### src/rtl/alu_seq_exec_if.sv
// Request/response bundle between the core and the execute-stage ALU.
// The core drives the request side (master), the ALU drives results (slave).
interface alu_seq_exec_if #(
    parameter int WIDTH = 32
);
    logic             start;
    logic [2:0]       ALUControl;
    logic [WIDTH-1:0] A;
    logic [WIDTH-1:0] B;
    logic [WIDTH-1:0] Result;
    logic             Zero;
    logic             Negative;
    logic             Carry;
    logic             Overflow;
    logic             busy;
    logic             done;

    modport master (
        output start, ALUControl, A, B,
        input  Result, Zero, Negative, Carry, Overflow, busy, done
    );

    modport slave (
        input  start, ALUControl, A, B,
        output Result, Zero, Negative, Carry, Overflow, busy, done
    );
endinterface

### src/rtl/alu_seq_exec.sv
// Execute-stage ALU: single-cycle add/sub/and/or/slt, and an iterative
// one-bit-per-cycle shifter for sll/srl/sra behind a start/busy/done handshake.
module alu_seq_exec #(
    parameter int WIDTH   = 32,
    parameter int SHAMT_W = 5
) (
    input  logic           clk,
    input  logic           rst,
    alu_seq_exec_if.slave  bus
);

    localparam logic [2:0] OP_ADD = 3'b000;
    localparam logic [2:0] OP_SUB = 3'b001;
    localparam logic [2:0] OP_AND = 3'b010;
    localparam logic [2:0] OP_OR  = 3'b011;
    localparam logic [2:0] OP_SLL = 3'b100;
    localparam logic [2:0] OP_SLT = 3'b101;
    localparam logic [2:0] OP_SRL = 3'b110;
    localparam logic [2:0] OP_SRA = 3'b111;

    typedef enum logic {IDLE, SHIFT} state_t;

    typedef struct packed {
        logic [WIDTH-1:0] res;
        logic             c;
        logic             v;
    } calc_t;

    state_t                    state, state_nx;
    logic signed [WIDTH-1:0]   shreg;
    logic        [SHAMT_W-1:0] cnt;
    logic        [2:0]         op;
    logic        [SHAMT_W-1:0] shamt;
    logic                      accept;
    logic                      is_shift;
    logic                      last_step;
    calc_t                     calc;
    logic signed [WIDTH-1:0]   shnext;

    // Single-cycle operations; shift codes fall through to "pass A" for k=0.
    function automatic calc_t alu_calc(input logic [2:0] code,
                                       input logic signed [WIDTH-1:0] a,
                                       input logic signed [WIDTH-1:0] b);
        calc_t          r;
        logic [WIDTH:0] sum;
        logic [WIDTH:0] diff;
        logic           v_add;
        logic           v_sub;
        sum   = {1'b0, a} + {1'b0, b};
        diff  = {1'b0, a} + {1'b0, ~b} + {{WIDTH{1'b0}}, 1'b1};
        v_add = (a[WIDTH-1] == b[WIDTH-1]) && (sum[WIDTH-1] != a[WIDTH-1]);
        v_sub = (a[WIDTH-1] != b[WIDTH-1]) && (diff[WIDTH-1] != a[WIDTH-1]);
        r = '0;
        case (code)
            OP_ADD: begin r.res = sum[WIDTH-1:0];  r.c = sum[WIDTH];  r.v = v_add; end
            OP_SUB: begin r.res = diff[WIDTH-1:0]; r.c = diff[WIDTH]; r.v = v_sub; end
            OP_AND: r.res = a & b;
            OP_OR:  r.res = a | b;
            OP_SLT: r.res = {{(WIDTH-1){1'b0}}, diff[WIDTH-1] ^ v_sub};
            default: r.res = a;
        endcase
        return r;
    endfunction

    // One step of the iterative shifter.
    function automatic logic signed [WIDTH-1:0] shift_one(input logic [2:0] code,
                                                          input logic signed [WIDTH-1:0] v);
        case (code)
            OP_SLL:  return {v[WIDTH-2:0], 1'b0};
            OP_SRL:  return {1'b0, v[WIDTH-1:1]};
            default: return {v[WIDTH-1], v[WIDTH-1:1]};
        endcase
    endfunction

    assign shamt  = bus.B[SHAMT_W-1:0];
    assign calc   = alu_calc(bus.ALUControl, $signed(bus.A), $signed(bus.B));
    assign shnext = shift_one(op, shreg);

    // State register.
    always_ff @(posedge clk or posedge rst) begin
        if (rst) state <= IDLE;
        else     state <= state_nx;
    end

    // Next-state logic: only a shift with a non-zero amount leaves IDLE.
    always_comb begin
        state_nx = state;
        case (state)
            IDLE:    if (accept && is_shift && (shamt != '0)) state_nx = SHIFT;
            SHIFT:   if (last_step) state_nx = IDLE;
            default: state_nx = IDLE;
        endcase
    end

    // Output/control decode.
    always_comb begin
        bus.busy  = (state == SHIFT);
        accept    = bus.start && (state == IDLE);
        is_shift  = (bus.ALUControl == OP_SLL) || (bus.ALUControl == OP_SRL) ||
                    (bus.ALUControl == OP_SRA);
        last_step = (cnt == {{(SHAMT_W-1){1'b0}}, 1'b1});
    end

    // Datapath: load/step the shifter and write Result, flags and done.
    always_ff @(posedge clk or posedge rst) begin
        if (rst) begin
            shreg        <= '0;
            cnt          <= '0;
            op           <= OP_ADD;
            bus.Result   <= '0;
            bus.Zero     <= 1'b0;
            bus.Negative <= 1'b0;
            bus.Carry    <= 1'b0;
            bus.Overflow <= 1'b0;
            bus.done     <= 1'b0;
        end else begin
            bus.done <= 1'b0;
            if (state == IDLE) begin
                if (accept) begin
                    if (is_shift && (shamt != '0)) begin
                        shreg <= $signed(bus.A);
                        cnt   <= shamt;
                        op    <= bus.ALUControl;
                    end else begin
                        bus.Result   <= calc.res;
                        bus.Zero     <= (calc.res == '0);
                        bus.Negative <= calc.res[WIDTH-1];
                        bus.Carry    <= calc.c;
                        bus.Overflow <= calc.v;
                        bus.done     <= 1'b1;
                    end
                end
            end else begin
                shreg <= shnext;
                cnt   <= cnt - 1'b1;
                if (last_step) begin
                    bus.Result   <= shnext;
                    bus.Zero     <= (shnext == '0);
                    bus.Negative <= shnext[WIDTH-1];
                    bus.Carry    <= 1'b0;
                    bus.Overflow <= 1'b0;
                    bus.done     <= 1'b1;
                end
            end
        end
    end

endmodule

### src/flat_wrapper.sv
// flat-port wrapper written by rule: the top's interface ports become plain ports
module alu_seq_exec_flat 
#(
    parameter int WIDTH   = 32,
    parameter int SHAMT_W = 5
)
  (clk, rst, bus_start, bus_ALUControl, bus_A, bus_B, bus_Result, bus_Zero, bus_Negative, bus_Carry, bus_Overflow, bus_busy, bus_done);
  alu_seq_exec_if #(.WIDTH(WIDTH)) bus_i ();
  input  logic clk;
  input  logic rst;
  input wire logic [$bits(bus_i.start)-1:0] bus_start;
  input wire logic [$bits(bus_i.ALUControl)-1:0] bus_ALUControl;
  input wire logic [$bits(bus_i.A)-1:0] bus_A;
  input wire logic [$bits(bus_i.B)-1:0] bus_B;
  output wire logic [$bits(bus_i.Result)-1:0] bus_Result;
  output wire logic [$bits(bus_i.Zero)-1:0] bus_Zero;
  output wire logic [$bits(bus_i.Negative)-1:0] bus_Negative;
  output wire logic [$bits(bus_i.Carry)-1:0] bus_Carry;
  output wire logic [$bits(bus_i.Overflow)-1:0] bus_Overflow;
  output wire logic [$bits(bus_i.busy)-1:0] bus_busy;
  output wire logic [$bits(bus_i.done)-1:0] bus_done;
  assign bus_i.start = bus_start;
  assign bus_i.ALUControl = bus_ALUControl;
  assign bus_i.A = bus_A;
  assign bus_i.B = bus_B;
  assign bus_Result = bus_i.Result;
  assign bus_Zero = bus_i.Zero;
  assign bus_Negative = bus_i.Negative;
  assign bus_Carry = bus_i.Carry;
  assign bus_Overflow = bus_i.Overflow;
  assign bus_busy = bus_i.busy;
  assign bus_done = bus_i.done;
  alu_seq_exec #(.WIDTH(WIDTH), .SHAMT_W(SHAMT_W)) u_core (.clk(clk), .rst(rst), .bus(bus_i));
endmodule
### config.mk
export PLATFORM = sky130hd
export DESIGN_NAME = alu_seq_exec_flat
export DESIGN_NICKNAME = d
export VERILOG_FILES = /design/src/rtl/alu_seq_exec_if.sv /design/src/rtl/alu_seq_exec.sv /design/src/flat_wrapper.sv
export SDC_FILE = /design/constraint.sdc
export NUM_CORES = 1
export LEC_CHECK = 0
export ABC_AREA = 1
export BUFFER_PORTS_ARGS = -buffer_cell sky130_fd_sc_hd__buf_4
export CAP_MARGIN = 20
export CORE_MARGIN = 8
export CORE_UTILIZATION = 33
export DETAILED_ROUTE_END_ITERATION = 16
export SKIP_CTS_REPAIR_TIMING = 1
export SYNTH_ARGS = -nofsm -noshare
export SYNTH_HDL_FRONTEND = slang
export SYNTH_SLANG_ARGS = --single-unit
### constraint.sdc
create_clock -name clk -period 2.7 [get_ports clk]
set_clock_uncertainty 0.1 [all_clocks]
set_input_delay 0.27 -clock clk [delete_from_list [all_inputs] [get_ports clk]]
set_output_delay 0.27 -clock clk [all_outputs]
set_load 0.05 [all_outputs]
==> results by group <==
Worst setup path
  • Buf/Inv on CP: 2
  • Critical-path top delay cell: fa_2
  • Crit Path Max Fanout: 3
  • Kind of end point of the critical path: register
  • Critical path, cell by cell: buf_4, buf_4, ha_1, o21bai_4, nand2_1, nand2_2, a21oi_2, nor2_2, nor2_2, nand2_4, a21oi_2, o21ai_2, fa_2, a221oi_2, nand3_1, nand2_1, nand3_1, nor2_1, nand3_2, a21oi_2
  • WP data arrival: 3.21 ns
  • Reg2reg start: u_core.op[0]
  • CP Launch Type: input port
  • Worst path max stage delay: 0.44 ns
  • CP required: 2.87 ns
  • Worst Setup SP: bus_A[14]
  • Critical path class: input port to register
  • Most frequent CP cell: a21oi_2
  • Cell family with most CP delay: simple AND/OR/NAND/NOR gates

Yosys
  • Unique cell type count in the Yosys netlist: 51
  • Post-synth EDFFs: 0
  • Simple logic cell fraction of the synthesized area: 0.3898
  • Adder-cell share of the synthesized area: 0.1332
  • Synth Instances: 1,780
  • Post-synthesis sequential area ratio: 0.1802
  • Top cells by count, synth: 536 x nand2_1, 303 x inv_1, 173 x nor2_1
  • Top-count cell post-synth: nand2_1
  • Mux cell area share after synthesis: 0.0009361
  • Post-synthesis register bit count: 77
  • Post-Syn Area: 10,690 um^2
  • Syn_nets: 1,962
  • Largest family of logic cells by synthesized area: simple AND/OR/NAND/NOR gates
  • Synth area leader: nand2_1
  • Syn Area/Cell: 6.007 um^2
  • Post-synth top area share: 0.1882
  • Async set or reset register ratio after synthesis: 1.000
  • Yosys Warn Count: 0
  • Ys flop type: dfrtp_1
  • Compound-cell area share of the yosys netlist: 0.1403
  • Synth top area cells: nand2_1 19%, dfrtp_1 18%, ha_1 13%
  • Synth Area in XOR/XNOR: 0.001638

Die
  • Core area: 32,210 um^2
  • Height of the die: 196.0 um
  • Die width: 196.0 um
  • Initial Util: 0.3320
  • Die area: 38,420 um^2
  • Ports: 108
  • Row count: 66

Timing
  • Crit share post-route: 1.126
  • Worst slew pin tran: 0.9942 ns
  • Worst setup slack after layout: -0.3396 ns
  • Period minus WS final: 3.040 ns
  • Max-slew violations: 0
  • Fin. Hold Viols: 0
  • RSZ-0062 raised after global routing: yes
  • F_max: 0.3290 GHz
  • Rel. slew slack: 0.3362
  • # setup viols final: 4

Placement
  • Number of port buffers: 107
  • Pre-CTS setup slack: -0.9025 ns
  • Area after DPL: 14,600 um^2
  • DPL Wire Length: 41,830 um
  • Routability Congestion: 0.9626

Status
  • Run status: complete, but fails checks
  • Violated checks: setup timing

Clock network
  • Clk buf depth: 2
  • CTS tree: built
  • Clk_lat worst skew: 0.34 ns
  • CTS buffer count: 9
  • Root Buffer: clkbuf_16
  • H-tree Lvls: 3
  • TritonCTS Sinks: 77
  • Worst-path clk slew: 0.06 ns

Global routing
  • Initial antenna violation count: 0
  • Via count of the first global-routing pass: 12,859
  • GR Overflow Total: 0
  • GRT Util Overall: 0.2538
  • First-pass GRT wire length: 75,260 um
  • Largest net degree at the start of global routing: 59

Cells and area
  • Syn-to-layout area delta: 45.88%
  • Fin area: 15,600 um^2
  • Fin nets: 2,389
  • Filler Cells Inserted: 3,353
  • Antenna cells: 0
  • Fraction of layout cells with a size suffix above 1: 0.3232

Power and ir drop
  • Power per cell area: 622.8 nW/um^2
  • Final Total Pwr: 9.715 mW
  • Leak: 8.330 nW
  • VDD IR-drop max: 835.8 uV

Detailed routing
  • Vias: 13,179
  • Wire length per cell: 19.07 um
  • Final routed DRC violation total: 0
  • 1st-iter DRT viols: 1,074
  • First-pass DRT Iterations: 6
  • WL final: 49,970 um
  • Via/cell ratio: 5.030
  • Antenna-violating nets left: 0

Hold path
  • Hold_sp: bus_B[2]
  • Min-delay worst type: input port to register

Run
  • Max-Cap Viols: 0
flip-flops by register name, summed over array words and instances (netlist names):
name,cells
u_core.bus.busy,1
u_core.bus.Zero,1
u_core.cnt,5
u_core.shreg,32
u_core.bus.done,1
u_core.op,3
u_core.bus.Overflow,1
u_core.bus.Carry,1
u_core.bus.Result,32
cell type report:
class	count	area, um^2	area share
Sequential cell	77	1927	0.1235
Timing Repair Buffer	483	3760	0.2410
Multi-Input combinational cell	1318	7796	0.4998
Clock inverter	7	90.09	0.005775
Inverter	318	1290	0.08270
Clock buffer	9	225.2	0.01444
Tap cell	408	510.5	0.03273
metrics by stage:
stage                     instances  TNS [ns]  utilization  hold WS (ns)
after CTS                      2603    -1.195       0.4632      -0.08836
after detailed placement       2587    -6.497       0.4535        0.2713
after global routing           2620    -1.260       0.4843        0.1941
after floorplan                1780   -0.2977            -        0.2866
after global placement         2587    -6.102       0.4535        0.2730
final                          2620   -0.6131       0.4843        0.1804
where the power goes:
group / internal (mW) / leakage [nW] / switching, mW
logic: 2.37 / 7.24 / 3.97
registers: 1.72 / 0.936 / 0.378
clock network: 0.804 / 0.151 / 0.483
total: 4.89 / 8.33 / 4.83
worst reg2reg max path, delay by kind of cell (launching register included):
| family | cells | cell delay [ns] |
|---|---|---|
| buffers and inverters | 2 | 0.28 |
| flip-flops | 1 | 0.39 |
| AND/OR/NAND/NOR | 5 | 0.84 |
| AO/OA/AOI/OAI | 3 | 0.49 |
routing by layer:
metal / track usage / vias up / wire length (um)
met2: 0.4314 / 404 / 23410
met1: 0.3457 / 6166 / 22850
li1: - / 6552 / -
met3: 0.01782 / 57 / 2480
met5: 0 / - / 0
met4: 0.06008 / 0 / 1227
cell families after synthesis:
| logic type | after synthesis |
|---|---|
| xor gates and xnor gates | 2 |
| adders and majority gates | 112 |
| AOI/OAI and AO/OA | 230 |
| muxes | 1 |
| and+or+nand+nor | 973 |
| buffers and inverters | 385 |
| DFF | 77 |
final timing paths:
kind / cells after the start / slack (ns) / to
max: 20 / -0.34 / u_core.bus.Zero
min: 4 / 0.18 / u_core.cnt[2]
max reg2reg: 10 / 0.52 / u_core.bus.Zero
min reg2reg: 2 / 0.36 / u_core.op[2]
max in group asynchronous: 4 / 1.41 / u_core.shreg[26]
min in group asynchronous: 3 / 0.45 / u_core.op[2]
cells in the final DEF, fill, tap and decap left out, drive strengths merged, types with 3 or more instances in the layout:
master	n
nand3b	6
a21o	3
fa	3
buf	482
or2	14
inv	314
o22ai	9
a211oi	14
ha	109
a21oi	60
o21ai	60
nor2	185
dfrtp	77
o221ai	45
nand2	554
nand4	36
nand3	164
o211ai	13
clkbuf	9
clkinv	7
a31oi	6
o21bai	12
nor3	9
(Power assumes the default switching activity.)
